### config.mk
export PLATFORM = sky130hd
export DESIGN_NAME = relu_pool1
export DESIGN_NICKNAME = d
export VERILOG_FILES = /design/src/rtl/relu_pool1.sv
export SDC_FILE = /design/constraint.sdc
export NUM_CORES = 1
export LEC_CHECK = 0
export CAP_MARGIN = 10
export CORE_MARGIN = 8
export CORE_UTILIZATION = 40
export DETAILED_ROUTE_END_ITERATION = 10
export SLEW_MARGIN = 15
export SYNTH_ARGS = -nofsm -noshare
export SYNTH_HDL_FRONTEND = slang
export SYNTH_SLANG_ARGS = --single-unit
### constraint.sdc
create_clock -name clk -period 5.6 [get_ports clk]
set_input_delay 1.12 -clock clk [delete_from_list [all_inputs] [get_ports clk]]
set_output_delay 1.12 -clock clk [all_outputs]
set_load 0.01 [all_outputs]
### src/rtl/relu_pool1.sv
// rtl/relu_pool1.sv - ReLU, 2x2 stride-2 max pool and saturating requantize after conv layer 1
// Drops wrap-around columns; even rows park horizontal maxima in a line buffer for the odd row.
module relu_pool1 #(
  parameter int IMG_W  = 28,
  parameter int CONV_W = 26,
  parameter int CONV_H = 26,
  parameter int SHIFT  = 12
) (
  input  logic        clk,
  input  logic        rst_n,
  input  logic [31:0] data_in,
  input  logic        in_valid,
  input  logic        sof,
  output logic [15:0] data_out,
  output logic        out_valid,
  output logic        frame_done
);

  localparam int CW = $clog2(IMG_W);
  localparam int RW = $clog2(CONV_H);
  localparam logic [CW-1:0] COL_LAST  = CW'(IMG_W - 1);
  localparam logic [CW-1:0] COL_VALID = CW'(CONV_W);
  localparam logic [CW-1:0] COL_VLAST = CW'(CONV_W - 1);
  localparam logic [RW-1:0] ROW_LAST  = RW'(CONV_H - 1);

  typedef enum logic {EVEN_ROW, ODD_ROW} phase_t;

  phase_t          state, state_nxt, cur_state;
  logic [CW-1:0]   col, col_nxt, cur_col;
  logic [RW-1:0]   row, row_nxt, cur_row;
  logic [30:0]     h_reg, r, h, lb_rd, p, q;
  logic [30:0]     line_buf [0:CONV_W/2-1];
  logic            in_conv, emit, last;
  logic [15:0]     sat;

  always_comb begin
    cur_col   = col;
    cur_row   = row;
    cur_state = state;
    // A qualified sof relocates this very sample to the frame origin
    if (in_valid && sof) begin
      cur_col   = '0;
      cur_row   = '0;
      cur_state = EVEN_ROW;
    end

    col_nxt   = col;
    row_nxt   = row;
    state_nxt = state;
    if (in_valid) begin
      col_nxt   = cur_col + 1'b1;
      row_nxt   = cur_row;
      state_nxt = cur_state;
      if (cur_col == COL_LAST) begin
        col_nxt   = '0;
        row_nxt   = (cur_row == ROW_LAST) ? '0 : cur_row + 1'b1;
        state_nxt = (cur_state == EVEN_ROW) ? ODD_ROW : EVEN_ROW;
      end
    end

    r       = data_in[31] ? '0 : data_in[30:0];
    in_conv = in_valid && (cur_col < COL_VALID);
    h       = (h_reg > r) ? h_reg : r;
    lb_rd   = line_buf[cur_col[CW-1:1]];
    p       = (lb_rd > h) ? lb_rd : h;
    q       = p >> SHIFT;
    sat     = (q > 31'd32767) ? 16'h7fff : q[15:0];
    emit    = in_conv && cur_col[0] && (cur_state == ODD_ROW);
    last    = (cur_row == ROW_LAST) && (cur_col == COL_VLAST);
  end

  always_ff @(posedge clk or negedge rst_n) begin
    if (!rst_n) begin
      state      <= EVEN_ROW;
      col        <= '0;
      row        <= '0;
      h_reg      <= '0;
      data_out   <= '0;
      out_valid  <= 1'b0;
      frame_done <= 1'b0;
    end else begin
      state      <= state_nxt;
      col        <= col_nxt;
      row        <= row_nxt;
      out_valid  <= emit;
      frame_done <= emit && last;
      if (emit)
        data_out <= sat;
      if (in_conv && !cur_col[0])
        h_reg <= r;
    end
  end

  // Always written in an even row before the odd row reads it, so no reset needed
  always_ff @(posedge clk) begin
    if (in_conv && cur_col[0] && (cur_state == EVEN_ROW))
      line_buf[cur_col[CW-1:1]] <= h;
  end

endmodule

==> reports/summary.txt <==
Syn_nets - 1581
Initial antenna violation count - 1
Asr flop ratio synth - 0.1296
Final min period - 5.566 ns
All-Layer GR Usage - 0.1841
FF-to-FF setup slack - 0.74 ns
Layout cells sized above 1 - 0.2224
Number of synthesized flops with an enable pin - 403
Final WS setup - 0.03358 ns
Crit-path max FO - 11
PortBufs - 53
DRT Pass-1 Iters - 7
Area leader, netlist - edfxtp_1
Worst Skew - 0.01850 ns
Synth area leaders - edfxtp_1 59%, dfrtp_1 7.4%, mux2i_1 4.1%
Initial core utilization - 0.4060
Routed vias - 13470
Final Hold Viols - 0
First-pass GRT wire length - 83460 um
Sequential share of the synthesized area - 0.6664
Post-synth top area share - 0.5929
CTS Buf Count - 47
I/O pin cnt - 54
Post-layout nets - 1776
Design area - 24880 sq um
Initial DRC Count - 1430
CP arrival - 6.04 ns
Worst VDD drop - 0.0002285 V
Filler cells - 4322
Startpoint types - input port
Top FF cell, synth - edfxtp_1
Ys Warns - 0
Sum Neg Setup Slack - 0 ns
Sink Count - 463
Detailed placer's ending HPWL - 36730 um
CTS tree - built
Placer congestion estimate - 0.8445
Hold Buf Count CTS - 0
Antenna fix cells - 0
Root buf cell - clkbuf_16
Register area - 13610 sq um
H-Tree Depth - 2
Run status - finished clean
Via density - 5.648
Final setup vio count - 0
Site Rows - 82
Largest register FFs - 403
Final wirelength - 55940 um
Post-DR wirelength/cell - 23.45 um
Residual DRC - 0
Via count of the first global-routing pass - 13350
Max_slew headroom - 0.2303
Most frequent CP cell - buf_4
Cell Chain, Critical Path - clkdlybuf4s50_1 -> nor2b_4 -> inv_2 -> ha_4 -> nand4_4 -> or4_4 -> buf_4 -> a211o_4 -> and2_4 -> buf_12 -> mux2i_4 -> ha_1 -> and4_1 -> and3_1 -> o211ai_1 -> nand3_1 -> buf_4 -> nand4b_1 -> a32oi_4 -> clkbuf_16 -> mux2i_1
Mapped Cells - 1480
Setup CP Type - input port to flip-flop
CP max stage delay - 0.57 ns
Core Region - 50270 sq um
CP endpoint kind - flip-flop
Least-Margin Pin Slew - 1.152 ns
Area delta synth->final - 21.91%
FF+latch count, synth - 463
WHS - 0.5048 ns
Max cap viols - 0
Post-synthesis instance area - 20410 sq um
Post-DRT Antenna Nets - 0
Pre-CTS WS - -0.9962 ns
Slew Viols, Final - 0
CP max stage cell - or4_4
Tcrit/Tclk final - 0.9940
Syn Area/Cell - 13.79 sq um
Worst skew pair latency - 0.56 ns
Largest net degree at the start of global routing - 112
Netlist cell types - 68
Total gr overflow - 0
HP Class - flip-flop to flip-flop
Static Leakage - 9.101 nW
Die X - 241.9 um
Placed inst area - 23050 sq um
Max Clk Rate - 0.1796 GHz
Die footprint - 58520 sq um
PwrDens - 484.8 nW/um^2
Footprint of the multi-input gates - 6649 sq um
Clock tree buffer depth - 3
Critical path required time - 6.07 ns
Worst-path clk slew - 0.06 ns
Die Y - 241.9 um
## timing repair
item	in CTS	in global routing
setup endpoints to repair	15	15
buffers inserted	1	10
cloned	0	1
resized for setup	7	43
pin swaps	6	22
## report_power, final
group	total, W	internal [W]	switching, W
combinational	0.00466	0.00199	0.00267
clock	0.00306	0.00177	0.00129
sequential	0.00435	0.00417	0.000179
total	0.0121	0.00793	0.00414
## cell usage in the layout, fill, tap and decap left out, types with 18 or more instances in the layout
master,count
a21oi_1,75
a222oi_1,32
buf_4,165
clkbuf_16,50
clkdlybuf4s50_1,46
dfrtp_1,58
edfxtp_1,403
ha_1,54
inv_1,63
mux2_2,49
mux2i_1,69
nand2_1,103
nor2_1,70
nor2b_1,18
o21ai_0,81
o221ai_1,35
o22ai_1,56
## cells by family after synthesis
family | Yosys count | share of synthesized area
flops | 463 | 0.6664
compound gates | 370 | 0.1233
simple gates | 289 | 0.06688
buf+inv | 155 | 0.03157
mux | 137 | 0.07153
fa+ha+maj | 65 | 0.03984
xor+xnor | 1 | 0.0004292
## layout make-up
type                    instances  area share
clock buffers                  63     0.05219
clock inverters                24    0.007894
inverters                      70     0.01056
multi-input cells             862      0.2672
flip-flops and latches        463      0.5469
well taps                     672     0.03379
repair buffers                231     0.08151
## stage by stage
| step | std cells | utilization | total power, W |
|---|---|---|---|
| CTS | 2374 | 0.4892 | 0.01187 |
| global placement | 2286 | 0.4586 | 0.008677 |
| floorplan | 1480 | - | 0.007073 |
| global route | 2385 | 0.4950 | 0.01262 |
| detailed placement | 2286 | 0.4586 | 0.008754 |
| finish | 2385 | 0.4950 | 0.01206 |
## Yosys cell counts (9+ instances only)
cell type and number:
mux2_2 49, nor2_1 81, nand3_1 10, o22ai_1 56, buf_1 10, nand2_1 103, nand2b_1 20, a21oi_1 75
edfxtp_1 403, ha_1 65, mux2i_1 84, o211ai_1 9, inv_1 69, a222oi_1 32, a221oi_1 15, nand4_1 10
buf_2 22, dfrtp_1 60, o21ai_0 84, nor2b_1 22, clkbuf_1 47, o221ai_1 35
## routing by layer
layer	vias up	share of wire	global-route usage	wire, um
met5	-	0	0	0
met4	0	0.028	0.05711	1570
met3	101	0.080	0.04001	4454
met2	553	0.46	0.2882	25560
met1	6678	0.44	0.2547	24350
li1	6139	-	-	-
## worst paths after layout
path | start | to | cells past startpoint
max | data_in[28] | data_out[5]$_DFFE_PN0P_ | 21
min | data_out[15]$_DFFE_PN0P_ | data_out[15]$_DFFE_PN0P_ | 1
max reg2reg | h_reg[26]$_DFFE_PN0P_ | data_out[5]$_DFFE_PN0P_ | 18
min reg2reg | data_out[15]$_DFFE_PN0P_ | data_out[15]$_DFFE_PN0P_ | 1
max in group asynchronous | rst_n | col[1]$_DFFE_PN0P_ | 2
min in group asynchronous | rst_n | h_reg[17]$_DFFE_PN0P_ | 2
## critical path: cells and delay by family
family,cells,cell delay (ns)
and+or+nand+nor,8,1.87
buffers and inverters,6,1.21
AOI/OAI and AO/OA,3,0.84
adders and majority gates,2,0.57
muxes,2,0.40
Power figures use the tool's default switching activity.
